===== config.mk =====
export PLATFORM = sky130hd
export DESIGN_NAME = piece_rotator
export DESIGN_NICKNAME = d
export VERILOG_FILES = /design/src/rtl/piece_rotator.sv
export SDC_FILE = /design/constraint.sdc
export NUM_CORES = 1
export LEC_CHECK = 0
export CAP_MARGIN = 30
export CORE_MARGIN = 2
export CORE_UTILIZATION = 40
export CTS_CLUSTER_DIAMETER = 50
export DETAILED_ROUTE_END_ITERATION = 16
export PLACE_DENSITY = 0.7
export SLEW_MARGIN = 20
export SYNTH_ARGS = -nofsm -noshare
export SYNTH_HDL_FRONTEND = slang
export SYNTH_SLANG_ARGS = --single-unit

===== constraint.sdc =====
create_clock -name clk -period 8.3 [get_ports clk]
set_input_delay 0.83 -clock clk [delete_from_list [all_inputs] [get_ports clk]]
set_output_delay 0.83 -clock clk [all_outputs]
set_load 0.1 [all_outputs]

===== src/rtl/piece_rotator.sv =====
// Falling-block piece holder: spawns shapes from an LFSR preview, proposes a
// rotated candidate to an external collision checker and commits it on approval.
module piece_rotator #(
  parameter int          N_SHAPES    = 7,
  parameter logic [15:0] LFSR_SEED   = 16'hACE1,
  parameter int          FIT_TIMEOUT = 15
) (
  input  logic        clk,
  input  logic        reset,
  input  logic        spawn,
  input  logic        rot_cw,
  input  logic        rot_ccw,
  input  logic        fit_valid,
  input  logic        fit_ok,
  output logic [2:0]  piece_id,
  output logic [1:0]  rotation,
  output logic [15:0] block_matrix,
  output logic [15:0] cand_matrix,
  output logic        cand_valid,
  output logic [2:0]  next_id,
  output logic        piece_active,
  output logic        busy,
  output logic        rot_done,
  output logic        rot_reject
);

  localparam logic [15:0] LP_SEED    = (LFSR_SEED == 16'h0000) ? 16'hACE1 : LFSR_SEED;
  localparam logic [7:0]  LP_N       = 8'(N_SHAPES);
  localparam logic [7:0]  LP_TO_LAST = 8'(FIT_TIMEOUT - 1);

  typedef enum logic {ST_IDLE, ST_CHECK} state_t;

  state_t      r_state;
  state_t      w_state_next;
  logic [15:0] r_lfsr;
  logic [2:0]  r_piece_id;
  logic [1:0]  r_rotation;
  logic [2:0]  r_next_id;
  logic        r_active;
  logic [15:0] r_block;
  logic [15:0] r_cand;
  logic [1:0]  r_cand_rot;
  logic        r_cand_valid;
  logic        r_done;
  logic        r_reject;
  logic [7:0]  r_timer;

  logic        w_req;
  logic        w_start;
  logic        w_accept;
  logic        w_refuse;
  logic [1:0]  w_cand_rot;
  logic        w_lfsr_fb;

  function automatic logic [15:0] base_shape(input logic [2:0] id);
    case (id)
      3'd0:    return 16'h2222;
      3'd1:    return 16'h0660;
      3'd2:    return 16'h0C60;
      3'd3:    return 16'h4C40;
      3'd4:    return 16'h4460;
      3'd5:    return 16'h06C0;
      3'd6:    return 16'h2260;
      default: return 16'h0000;
    endcase
  endfunction

  // Bit 15 is row0/col0; one clockwise step is out[r][c] = in[3-c][r].
  function automatic logic [15:0] turn_cw(input logic [15:0] m);
    logic [15:0] o;
    o = '0;
    for (int r = 0; r < 4; r++)
      for (int c = 0; c < 4; c++)
        o[15 - (4 * r + c)] = m[15 - (4 * (3 - c) + r)];
    return o;
  endfunction

  function automatic logic [15:0] shape(input logic [2:0] id, input logic [1:0] rot);
    logic [15:0] m;
    m = base_shape(id);
    case (rot)
      2'd0:    return m;
      2'd1:    return turn_cw(m);
      2'd2:    return turn_cw(turn_cw(m));
      default: return turn_cw(turn_cw(turn_cw(m)));
    endcase
  endfunction

  assign w_req      = r_active && (rot_cw ^ rot_ccw);
  assign w_cand_rot = rot_cw ? 2'(r_rotation + 2'd1) : 2'(r_rotation - 2'd1);
  assign w_lfsr_fb  = r_lfsr[15] ^ r_lfsr[13] ^ r_lfsr[12] ^ r_lfsr[10];

  always_ff @(posedge clk) begin
    if (reset) r_state <= ST_IDLE;
    else       r_state <= w_state_next;
  end

  // NOTE: every output of this block gets a default first so no latch is inferred.
  always_comb begin
    w_state_next = r_state;
    w_start      = 1'b0;
    w_accept     = 1'b0;
    w_refuse     = 1'b0;
    if (spawn) begin
      w_state_next = ST_IDLE;
    end else begin
      case (r_state)
        ST_IDLE: begin
          if (w_req) begin
            w_state_next = ST_CHECK;
            w_start      = 1'b1;
          end
        end
        ST_CHECK: begin
          if (fit_valid) begin
            w_state_next = ST_IDLE;
            w_accept     = fit_ok;
            w_refuse     = !fit_ok;
          end else if (r_timer == LP_TO_LAST) begin
            w_state_next = ST_IDLE;
            w_refuse     = 1'b1;
          end
        end
        default: w_state_next = ST_IDLE;
      endcase
    end
  end

  // NOTE: sequential state uses non-blocking assignments so all registers update together.
  always_ff @(posedge clk) begin
    if (reset) begin
      r_lfsr       <= LP_SEED;
      r_piece_id   <= '0;
      r_rotation   <= '0;
      r_next_id    <= '0;
      r_active     <= 1'b0;
      r_block      <= '0;
      r_cand       <= '0;
      r_cand_rot   <= '0;
      r_cand_valid <= 1'b0;
      r_done       <= 1'b0;
      r_reject     <= 1'b0;
      r_timer      <= '0;
    end else begin
      r_lfsr   <= {r_lfsr[14:0], w_lfsr_fb};
      r_done   <= w_accept;
      r_reject <= w_refuse;
      r_block  <= r_active ? shape(r_piece_id, r_rotation) : 16'h0000;
      if (spawn) begin
        r_piece_id   <= r_next_id;
        r_rotation   <= '0;
        r_active     <= 1'b1;
        r_next_id    <= 3'(r_lfsr[7:0] % LP_N);
        r_cand_valid <= 1'b0;
      end else if (w_start) begin
        r_cand       <= shape(r_piece_id, w_cand_rot);
        r_cand_rot   <= w_cand_rot;
        r_cand_valid <= 1'b1;
        r_timer      <= '0;
      end else if (w_accept || w_refuse) begin
        r_cand_valid <= 1'b0;
        if (w_accept) r_rotation <= r_cand_rot;
      end else if (r_state == ST_CHECK) begin
        r_timer <= r_timer + 8'd1;
      end
    end
  end

  assign piece_id     = r_piece_id;
  assign rotation     = r_rotation;
  assign block_matrix = r_block;
  assign cand_matrix  = r_cand;
  assign cand_valid   = r_cand_valid;
  assign next_id      = r_next_id;
  assign piece_active = r_active;
  assign busy         = (r_state == ST_CHECK);
  assign rot_done     = r_done;
  assign rot_reject   = r_reject;

endmodule


After elaboration in Yosys (flattened, before gate mapping). Index checks and enable logic that the tools add are counted.

Reduce and logical (&&, ||, !) cells: 13. Multiplexer cells: 22. Divide/modulo/power cells: 1. Equal/unequal tests: 12. $add $sub $neg: 3. Bitwise logic cells: 8.

Operator list (count): $pmux W15 S7 (1); $pmux W16 S3 (2); $mux W8 (3); $mux W1 (14); $eq A3 B3 Y1 const B (3); $add A8 B1 Y8 const B (1); $eq A8 B4 Y1 const B (1); $mod A8 B3 Y8 const B (1); $eq A3 B2 Y1 const B (2); $reduce_and A3 Y1 (2); $eq A2 B1 Y1 const B (2); $eq A2 B2 Y1 const B (2); $logic_not A2 Y1 (2); $not A1 Y1 (4); $reduce_bool A2 Y1 (2); $reduce_or A2 Y1 (2); $xor A1 B1 Y1 (4); $eq A3 B1 Y1 const B (1); $logic_not A3 Y1 (1); $add A2 B1 Y2 const B (1); $mux W2 (1); $ne A2 B2 Y1 const B (1); $pmux W1 S2 (1); $reduce_and A2 Y1 (1); other kinds (4) (4).

Bits in registers: 71. Input bits: 7. Word-level logic and storage cells: 72.

Depth between registers and ports, before layout.
Depth after elaboration: 8. Mapped depth: 15.

Worst setup path before layout. OpenSTA, ideal clock, no wires.

Path kind: register -> register. From: register r_rotation[0] (netlist: rotation[0]). To: register r_cand[10] (netlist: cand_matrix[10]). Cell stages (with the launch flop): 11. Required time: 8.230 ns. Data arrival time: 2.900 ns. Path buffers: 1. Clock period less this slack: 2.970 ns. Setup slack: 5.330 ns. Library setup time: 0.070 ns. Cell sequence: dfxtp_1 -> inv_1 -> ha_1 -> xor2_1 -> clkbuf_1 -> nor2_1 -> nand2_1 -> o211ai_1 -> a221oi_1 -> nand2_1 -> a21oi_1.

Longest elaborated chain between the ends: 4. Elaborated cells between the ends (all ways): 7. Classes of those cells: add/sub (2); eq/ne (2); mux (2); reduce/logical (1).

RTL lines: start: declaration (RTL line 37) `logic [1:0] r_rotation;`; start signal: assignment (RTL line 162) `if (w_accept) r_rotation <= r_cand_rot;`; $sub A2 B1 Y2 or $add A2 B1 Y2 (tied branches) (RTL line 90) `assign w_cand_rot = rot_cw ? 2'(r_rotation + 2'd1) : 2'(r_rotation - 2'd1);`; $mux W2 * (RTL line 90); $eq A2 B2 Y1 (tied with other cells) (RTL line 81) `case (rot)`; $pmux W16 S3 * (RTL line 81); end signal: assignment (RTL line 156) `r_cand <= shape(r_piece_id, w_cand_rot);`; end: declaration (RTL line 41) `logic [15:0] r_cand;`.

Every way passes the cells marked *; elsewhere a longest branch is shown, timed or not. A chain may end at the register's enable or synchronous reset.

Worst setup path after layout.
From: register r_piece_id[1] (netlist: piece_id[1]). To: output piece_id[1].

RTL lines: start: declaration (RTL line 36) `logic [2:0] r_piece_id;`; start signal: assignment (RTL line 150) `r_piece_id <= r_next_id;`; end: declaration (RTL line 15) `output logic [2:0] piece_id,`.

No word-level cell between the ends.

==> metrics.cfg <==
[floorplan]
dieArea_um2=9745
die_h_um=98.72
coreArea_um2=8721
initial_core_util_pct=41.15
die_w_um=98.72
ioPinCount=52
num_rows=34

[hold_path]
hp-class=reg2reg
min-delay-start=r_lfsr[9]

[critical_path]
required_ns=7.47
critPathMaxStageDelay_ns=1.30
worst-path-buf-inv=1
cp-end-kind=output port
r2r-start=r_lfsr[3]
startpoint=piece_id[1]
crit_slowest_cell=clkdlybuf4s50_1
cp_max_fo=26
cp-start-kind=flop
crit_chain=clkdlybuf4s50_1
worstSetupPathType=reg2out
cp.arrival_ns=2.58
crit_family=buffers and inverters

[yosys]
async_flop_share_pct=0
synth-seq-cells=63
yosys_most_used_dff=dfxtp_1
yosysWarningCount=0
synth_enable_flop_cells=0
synth-xor-area-share_pct=3.661
synth_top_family_by_area=simple AND/OR/NAND/NOR gates
synthMuxAreaShare_pct=3.173
synth.area.top_cells=dfxtp_1, nor2_1, nand2_1
ys_types=74
synthAdderAreaFrac_pct=3.068
synth.most_common_cell=dfxtp_1
syn_inst=443
synth_compound_area_share_pct=21.69
syn_area_um2=3588
synth-simple-area-share_pct=25.49
yosysSeqAreaShare_pct=35.15
avgSynthCellArea_um2=8.100
yosysTopAreaCell=dfxtp_1
synthTopCellsByCount=dfxtp_1, nor2_1, nand2_1
netlist.area_leader.share_pct=35.15

[sta]
skew_ns=0.01015
relSlewSlack_pct=33.66
rsz0062_at_grt=no
final-setup-viol-count=0
finalCriticalPeriod_ns=3.409
slew_viol_final=0
post-route-period-util_pct=41.08
fmax_ghz=0.2933
final.setup.tns_ns=0
hold_viol_final=0
tightestPinTransition_ns=0.9920

[flow_run]
drv_cap=0

[global_routing]
gr-total-overflow=0
grt.total_usage_pct=16.46
grt_max_degree=48
grt_pass1_vias=2837
antenna_found_initial=0
grt_pass1_wl_um=13210

[cts]
clkSlewWorstSetupHoldPaths_ns=0.08
cts_made_buffers=9
clock_latency_ns=0.35
cts_tree=yes
htreeDepth=3
ctsResizeCount=0
postCtsHoldBufs=0
cts_root_buffer=clkbuf_8
post_cts_buffers=0
clock_sink_count=63
cts_buffer_depth=2

[power_and_ir_drop]
powerDensity_nw_per_um2=200.3
ir_worst_vdd_mv=0.1022
total_power_uw=840.8
p_leak_nw=1.495

[detailed_routing]
wirelength_um=7985
route.vias.total=3188
routedWlPerCell_um=13.91
dr.pass1.iters=4
drc=0
ant_nets=0
vias_per_cell=5.554
first_iter_violations=150

[final_layout]
antenna_cells=0
fillers=813
fin_nets=476
syn2layout_area_growth_pct=16.98
drive_above_1_share_pct=9.013
finish.instance_area_um2=4198

[place]
place_congestion=0.9040
hpwl_um=5328
place_area_um2=3970
port_buffers=43

[run_status]
status=finished clean

[placed cells by master, fill, tap and decap left out, types with 9 or more instances in the layout]
master,n
a21oi_1,26
dfxtp_1,63
or2_2,9
nor2_1,45
clkdlybuf4s50_1,43
nand2_1,44
clkbuf_8,9
nor2b_1,18
nor3_1,15
o21ai_0,17
a211oi_1,14
nand3_1,9
[layout make-up]
| cell class | instances | area (um^2) | share of cell area [%] |
|---|---|---|---|
| Clock buffer | 9 | 123.9 | 2.951 |
| Clock inverter | 7 | 103.9 | 2.474 |
| Inverter | 9 | 33.78 | 0.8048 |
| Multi-Input combinational cell | 332 | 2087 | 49.72 |
| Sequential cell | 63 | 1261 | 30.04 |
| Tap cell | 108 | 135.1 | 3.219 |
| Timing Repair Buffer | 46 | 452.9 | 10.79 |
[layer usage]
layer  global-route usage [%]  routed length (um)  vias to the layer above
met3                    4.397                 482                        9
li1                         -                   -                     1610
met1                    21.98                3707                     1469
met2                    26.27                3718                      100
met5                        0                   0                        -
met4                    4.742                  77                        0
[through the flow]
step | worst slack [ns] | utilization, % | instances | hold WS (ns)
floorplan | 5.330 | - | 450 | 0.3895
global placement | 5.079 | 45.52 | 558 | 0.3924
finish | 4.891 | 48.13 | 574 | 0.4172
detailed placement | 4.968 | 45.52 | 558 | 0.4068
CTS | 4.922 | 48.13 | 574 | 0.4207
global route | 4.626 | 48.13 | 574 | 0.4321
[sequential cells by signal (all words and copies together) (netlist names), 2 cells and up]
| name | count |
|---|---|
| block_matrix | 12 |
| cand_matrix | 12 |
| next_id | 3 |
| piece_id | 3 |
| r_cand_rot | 2 |
| r_lfsr | 16 |
| r_timer | 8 |
| rotation | 2 |
[report_power, final]
part           switching (mW)  internal (mW)
logic                   0.138         0.0593
registers              0.0207          0.317
clock network           0.133          0.173
[kinds of logic after synthesis]
kind of cell	count (synthesis)
and+or+nand+nor	178
AOI/OAI and AO/OA	111
DFF	63
buffers and inverters	55
xor gates and xnor gates	15
muxes	11
adders and majority gates	9
other	1
[worst paths after layout]
check,end,slack (ns),cells after the start
setup / recovery,piece_id[1],4.89,1
hold / removal,r_lfsr[10],0.42,1
setup reg to reg,next_id[1],4.90,13
hold reg to reg,r_lfsr[10],0.42,1
Note: power is estimated with default switching activity, not from simulation.
